### src/rtl/vliw_fetch_stage_if.sv
// Bundle fetch bus between the VLIW fetch stage and its environment:
// hazard-unit controls, instruction memory port and the IF/ID outputs.
interface vliw_fetch_stage_if #(
  parameter int PC_W    = 32,
  parameter int INSTR_W = 32
);
  logic                 pc_write;
  logic                 if_id_write;
  logic                 flush;
  logic [PC_W-1:0]      redirect_pc;
  logic                 imem_en;
  logic [PC_W-1:0]      imem_addr;
  logic [2*INSTR_W-1:0] imem_rdata;
  logic [INSTR_W-1:0]   if_id_instr1;
  logic [INSTR_W-1:0]   if_id_instr2;
  logic [PC_W-1:0]      if_id_pc;
  logic                 if_id_valid;
  logic                 protocol_err;

  // The fetch stage: issues memory reads and drives the IF/ID register.
  modport master (
    input  pc_write, if_id_write, flush, redirect_pc, imem_rdata,
    output imem_en, imem_addr, if_id_instr1, if_id_instr2, if_id_pc,
           if_id_valid, protocol_err
  );

  // The surroundings: hazard unit, instruction memory and decode.
  modport slave (
    output pc_write, if_id_write, flush, redirect_pc, imem_rdata,
    input  imem_en, imem_addr, if_id_instr1, if_id_instr2, if_id_pc,
           if_id_valid, protocol_err
  );
endinterface

### src/rtl/vliw_fetch_stage.sv
// Two-slot VLIW fetch stage with IF/ID pipeline register.
// Memory reads return one cycle after issue; a one-entry skid buffer
// catches the response that lands while decode is stalled, so bundles
// reach IF/ID in order with no loss or duplication. A flush redirects
// fetch and discards everything still in flight.
module vliw_fetch_stage #(
  parameter int              PC_W     = 32,
  parameter int              INSTR_W  = 32,
  parameter logic [PC_W-1:0] RESET_PC = '0
) (
  input  logic                clk,
  input  logic                rst_n,
  vliw_fetch_stage_if.master  bus
);

  localparam logic [PC_W-1:0] BUNDLE_BYTES = PC_W'(8);
  localparam logic [PC_W-1:0] ALIGN_MASK   = ~PC_W'(7);

  logic [PC_W-1:0]      pc_q;
  logic                 resp_valid;
  logic [PC_W-1:0]      resp_pc;
  logic                 skid_valid;
  logic [PC_W-1:0]      skid_pc;
  logic [2*INSTR_W-1:0] skid_data;
  logic [INSTR_W-1:0]   instr1_q;
  logic [INSTR_W-1:0]   instr2_q;
  logic [PC_W-1:0]      if_id_pc_q;
  logic                 if_id_valid_q;
  logic                 protocol_err_q;

  logic [PC_W-1:0]      aligned_redirect;
  logic                 src_valid;
  logic [PC_W-1:0]      src_pc;
  logic [2*INSTR_W-1:0] src_data;
  logic                 mismatch;

  assign aligned_redirect = bus.redirect_pc & ALIGN_MASK;
  assign mismatch         = bus.pc_write ^ bus.if_id_write;

  assign bus.imem_en      = rst_n & (bus.pc_write | bus.flush);
  assign bus.imem_addr    = bus.flush ? aligned_redirect : pc_q;

  assign bus.if_id_instr1 = instr1_q;
  assign bus.if_id_instr2 = instr2_q;
  assign bus.if_id_pc     = if_id_pc_q;
  assign bus.if_id_valid  = if_id_valid_q;
  assign bus.protocol_err = protocol_err_q;

  // Pick the bundle for IF/ID: an older skid entry beats the fresh response.
  always_comb begin
    src_valid = 1'b0;
    src_pc    = resp_pc;
    src_data  = bus.imem_rdata;
    if (skid_valid) begin
      src_valid = 1'b1;
      src_pc    = skid_pc;
      src_data  = skid_data;
    end else if (resp_valid) begin
      src_valid = 1'b1;
    end
  end

  // PC, response tracking, skid buffer, IF/ID register and sticky error.
  always_ff @(posedge clk) begin
    if (!rst_n) begin
      pc_q           <= RESET_PC;
      resp_valid     <= 1'b0;
      resp_pc        <= '0;
      skid_valid     <= 1'b0;
      skid_pc        <= '0;
      skid_data      <= '0;
      instr1_q       <= '0;
      instr2_q       <= '0;
      if_id_pc_q     <= '0;
      if_id_valid_q  <= 1'b0;
      protocol_err_q <= 1'b0;
    end else begin
      if (bus.flush) begin
        pc_q <= aligned_redirect + BUNDLE_BYTES;
      end else if (bus.pc_write) begin
        pc_q <= pc_q + BUNDLE_BYTES;
      end

      resp_valid <= bus.imem_en;
      resp_pc    <= bus.imem_addr;

      if (bus.flush) begin
        if_id_valid_q <= 1'b0;
        skid_valid    <= 1'b0;
      end else begin
        if (mismatch) begin
          protocol_err_q <= 1'b1;
        end
        if (bus.if_id_write) begin
          if_id_valid_q <= src_valid;
          if (src_valid) begin
            instr1_q   <= src_data[INSTR_W-1:0];
            instr2_q   <= src_data[2*INSTR_W-1:INSTR_W];
            if_id_pc_q <= src_pc;
          end
          if (skid_valid && resp_valid) begin
            skid_valid <= 1'b1;
            skid_pc    <= resp_pc;
            skid_data  <= bus.imem_rdata;
          end else begin
            skid_valid <= 1'b0;
          end
        end else if (resp_valid) begin
          if (!skid_valid) begin
            skid_valid <= 1'b1;
            skid_pc    <= resp_pc;
            skid_data  <= bus.imem_rdata;
          end else begin
            protocol_err_q <= 1'b1;
          end
        end
      end
    end
  end

endmodule

### src/flat_wrapper.sv
// flat-port wrapper written by rule: the top's interface ports become plain ports
module vliw_fetch_stage_flat 
#(
  parameter int              PC_W     = 32,
  parameter int              INSTR_W  = 32,
  parameter logic [PC_W-1:0] RESET_PC = '0
)
  (clk, rst_n, bus_pc_write, bus_if_id_write, bus_flush, bus_redirect_pc, bus_imem_rdata, bus_imem_en, bus_imem_addr, bus_if_id_instr1, bus_if_id_instr2, bus_if_id_pc, bus_if_id_valid, bus_protocol_err);
  vliw_fetch_stage_if #(.PC_W(PC_W), .INSTR_W(INSTR_W)) bus_i ();
  input  logic clk;
  input  logic rst_n;
  input wire logic [$bits(bus_i.pc_write)-1:0] bus_pc_write;
  input wire logic [$bits(bus_i.if_id_write)-1:0] bus_if_id_write;
  input wire logic [$bits(bus_i.flush)-1:0] bus_flush;
  input wire logic [$bits(bus_i.redirect_pc)-1:0] bus_redirect_pc;
  input wire logic [$bits(bus_i.imem_rdata)-1:0] bus_imem_rdata;
  output wire logic [$bits(bus_i.imem_en)-1:0] bus_imem_en;
  output wire logic [$bits(bus_i.imem_addr)-1:0] bus_imem_addr;
  output wire logic [$bits(bus_i.if_id_instr1)-1:0] bus_if_id_instr1;
  output wire logic [$bits(bus_i.if_id_instr2)-1:0] bus_if_id_instr2;
  output wire logic [$bits(bus_i.if_id_pc)-1:0] bus_if_id_pc;
  output wire logic [$bits(bus_i.if_id_valid)-1:0] bus_if_id_valid;
  output wire logic [$bits(bus_i.protocol_err)-1:0] bus_protocol_err;
  assign bus_i.pc_write = bus_pc_write;
  assign bus_i.if_id_write = bus_if_id_write;
  assign bus_i.flush = bus_flush;
  assign bus_i.redirect_pc = bus_redirect_pc;
  assign bus_i.imem_rdata = bus_imem_rdata;
  assign bus_imem_en = bus_i.imem_en;
  assign bus_imem_addr = bus_i.imem_addr;
  assign bus_if_id_instr1 = bus_i.if_id_instr1;
  assign bus_if_id_instr2 = bus_i.if_id_instr2;
  assign bus_if_id_pc = bus_i.if_id_pc;
  assign bus_if_id_valid = bus_i.if_id_valid;
  assign bus_protocol_err = bus_i.protocol_err;
  vliw_fetch_stage #(.PC_W(PC_W), .INSTR_W(INSTR_W), .RESET_PC(RESET_PC)) u_core (.clk(clk), .rst_n(rst_n), .bus(bus_i));
endmodule
### config.mk
export PLATFORM = sky130hd
export DESIGN_NAME = vliw_fetch_stage_flat
export DESIGN_NICKNAME = d
export VERILOG_FILES = /design/src/rtl/vliw_fetch_stage_if.sv /design/src/rtl/vliw_fetch_stage.sv /design/src/flat_wrapper.sv
export SDC_FILE = /design/constraint.sdc
export NUM_CORES = 1
export LEC_CHECK = 0
export BUFFER_PORTS_ARGS = -buffer_cell sky130_fd_sc_hd__buf_2
export CELL_PAD_IN_SITES_DETAIL_PLACEMENT = 0
export CELL_PAD_IN_SITES_GLOBAL_PLACEMENT = 1
export CORE_MARGIN = 10
export CORE_UTILIZATION = 41
export DETAILED_ROUTE_END_ITERATION = 10
export PLACE_DENSITY = 0.83
export SYNTH_ARGS = -nofsm -noshare
export SYNTH_HDL_FRONTEND = slang
export SYNTH_SLANG_ARGS = --single-unit
### constraint.sdc
create_clock -name clk -period 4.5 [get_ports clk]
set_clock_uncertainty 0.05 [all_clocks]
set_input_delay 0.45 -clock clk [delete_from_list [all_inputs] [get_ports clk]]
set_output_delay 0.45 -clock clk [all_outputs]
set_load 0.05 [all_outputs]
==> flow_summary.toml <==
[critical_path]
path_cells = "buf_2, buf_4, or2_2, nand2_1, buf_4, inv_2, buf_2"
r2r-end = "u_core.pc_q[27]$_SDFFE_PN0N_"
crit_path_end_kind = "primary output"
r2r_setup_slack_ns = 1.88
worstPathRequired_ns = 4.00
rr_startpoint = "u_core.pc_q[4]$_SDFFE_PN0N_"
critical_path.max_fanout = 51
cpMaxStageDelayCell = "buf_4"
cpPeakStageDelay_ns = 0.53
crit_buf_inv = 5
crit_family = "buffers and inverters"
reg2regPathDepth = 7
critical_path_class = "in2out"
arrival_ns = 2.49
startpoint_type = "primary input"

[logic_synthesis]
netlist_area_sq_um = 11100
yosysSeqAreaShare_pct = 46.0
synth_area_per_cell_sq_um = 9.04
synth_edf_count = 0
synthFlopType = "dfxtp_1"
synth.most_common_cell = "nand2_1"
yosysUniqueCellTypes = 59
synth_area_leaders = "dfxtp_1, nand2_1, mux2i_1"
ys.warnings.count = 0
synthCells = 1223
post_synth_most_frequent_cells = "nand2_1, dfxtp_1, mux2i_1"
post-synth-top-area-cell = "dfxtp_1"
synth.top_cell.area_share_pct = 46.0
ys_ff_latch = 254
async_reset_ff_share_pct = 0

[sta]
setup_violations = 0
finalHoldViolCount = 0
fmax_mhz = 334
drv_slew = 0
period_needed_ns = 2.99
finalCritPeriodShare_pct = 66.5
whs_ns = 0.118
max-slew-margin-rel_pct = 20.3
tns_ns = 0
rsz0062_at_grt = "no"
worst_slew_pin_slew_ns = 1.19

[clocking]
cts_hold_buf = 0
clockBufferDepth = 3
cts_resized = 0
post_cts_buffers = 0
path_clk_slew_ns = 0.06
clockRootBuffer = "clkbuf_16"
numCtsBuffers = 28
htreeDepth = 1
clk_latency_ns = 0.54
cts_tree = "built"
clock-sinks = 254

[floorplanning]
core_sq_um = 26700
boundaryPins = 232
die_y_um = 184
die_x_um = 184
num_rows = 60
dieArea_sq_um = 33900
initial_core_util_pct = 41.4

[detailed_routing]
routed_via_density = 5.19
post-route-drc-count = 0
antenna_left = 0
wl_per_cell_um = 16.6
wl_um = 29300
first_pass_iters = 4
num_vias = 9158
drt_iter0_drc = 594

[min_path]
min_path_cells = 3
hold_end = "u_core.skid_data[4]$_SDFFE_PN0P_"
min_from = "bus_imem_rdata[4]"
hold_path_class = "in2reg"

[pwr]
power.leakage_uw = 0.00637
irDropWorstVdd_mv = 0.255
powerDensity_nw_per_um2 = 415
power.total_uw = 5560

[placement]
io_buffers = 225
gp_congestion = 0.832
place_inst = 1714
dpl.hpwl_um = 19600

[cells_and_area]
postLayoutCoreUtil_pct = 50.2
synthToLayoutAreaGrowth_pct = 21.4
seq_area_sq_um = 5090
fillers = 2573
diodes = 0
nNetsFinal = 1505
final_cell_count_no_fill = 1765
multi_input_area_sq_um = 5520
drive_gt1_share_pct = 22.1

[global_route]
grt_max_degree = 107
grt_pass1_vias = 8635
grt_usage_pct = 16.5
grt_pass1_wl_um = 46400
antenna_found_initial = 0
overflow = 0

[flow_run]
cap_viol_max_count = 0

[run_status]
outcome = "finished clean"
-- cell usage in the layout, fill, tap and decap left out, types with 12 or more instances in the layout --
| cell type | Yosys | routed |
|---|---|---|
| a21boi_0 | 99 | 99 |
| and2_1 | 23 | 23 |
| buf_2 | 3 | 224 |
| buf_4 | 3 | 16 |
| clkbuf_16 | 0 | 29 |
| dfxtp_1 | 254 | 253 |
| inv_1 | 19 | 19 |
| mux2i_1 | 110 | 110 |
| nand2_1 | 319 | 319 |
| nand3_1 | 41 | 41 |
| nor2b_1 | 18 | 18 |
| o211a_1 | 94 | 94 |
| o21ai_0 | 12 | 12 |
| xnor2_1 | 12 | 12 |
-- worst max path at each step --
| stage | cells after the start | to | start |
|---|---|---|---|
| finish | 7 | bus_imem_en | bus_flush |
| global route | 7 | bus_imem_en | bus_flush |
| CTS | 7 | bus_imem_en | bus_flush |
| detailed placement | 8 | u_core.pc_q[27]$_SDFFE_PN0N_ | bus_flush |
| global placement | 8 | u_core.pc_q[27]$_SDFFE_PN0N_ | bus_flush |
| floorplan | 12 | u_core.pc_q[27]$_SDFFE_PN0N_ | bus_flush |
-- per-layer routing --
metal  part of all wire, %  track usage (%)  vias up
met3                   5.9             3.50       40
li1                      -                -     4580
met5                     0                0        -
met4                   1.5             3.51        0
met1                    48             22.3     4333
met2                    44             26.4      205
-- power by group --
| group | switching, uW | internal, uW | leakage [uW] | total, uW |
|---|---|---|---|---|
| Sequential | 57.2 | 2350 | 0.00207 | 2410 |
| Clock | 914 | 1490 | 0.000484 | 2410 |
| Combinational | 520 | 231 | 0.00381 | 751 |
| Total | 1490 | 4070 | 0.00637 | 5560 |
-- flip-flops by register name (all words and copies together) (netlist names) --
signal                   flops
u_core.resp_valid            1
u_core.resp_pc              29
u_core.bus.if_id_instr2     32
u_core.skid_data            64
u_core.bus.if_id_instr1     32
u_core.skid_valid            1
u_core.bus.if_id_pc         32
u_core.pc_q                 29
u_core.bus.protocol_err      1
u_core.bus.if_id_valid       1
u_core.skid_pc              32
-- worst register-to-register path, cell delays in order, from the launching register on --
cell and delay, ns:
dfxtp_1 0.36, mux2_2 0.20, ha_1 0.24, nand3_1 0.09, nor3_1 0.44, o211ai_1 0.28
or4b_1 0.59, a211o_1 0.27
-- cell families after synthesis --
group | count (synthesis) | share of synthesized area (%)
simple gates | 466 | 18.8
flops | 254 | 46.0
compound gates | 249 | 18.7
mux | 120 | 11.0
buf+inv | 118 | 4.28
xor+xnor | 14 | 1.11
fa+ha+maj | 1 | 0.113
other cells | 1 | 0.0339
-- through the flow --
step,setup WS [ns],instance area (sq um)
after floorplan,0.643,11100
after global placement,1.34,12400
after detailed placement,1.34,12400
after CTS,1.52,13400
after global routing,1.39,13400
final,1.51,13400
-- final cells by class --
class / instances / share of cell area [%]
Timing Repair Buffer: 245 / 9.93
Sequential cell: 254 / 37.9
Inverter: 21 / 0.587
Clock buffer: 45 / 6.52
Multi-Input combinational cell: 853 / 41.1
Clock inverter: 6 / 0.783
Tap cell: 341 / 3.18
Power figures use the tool's default switching activity.
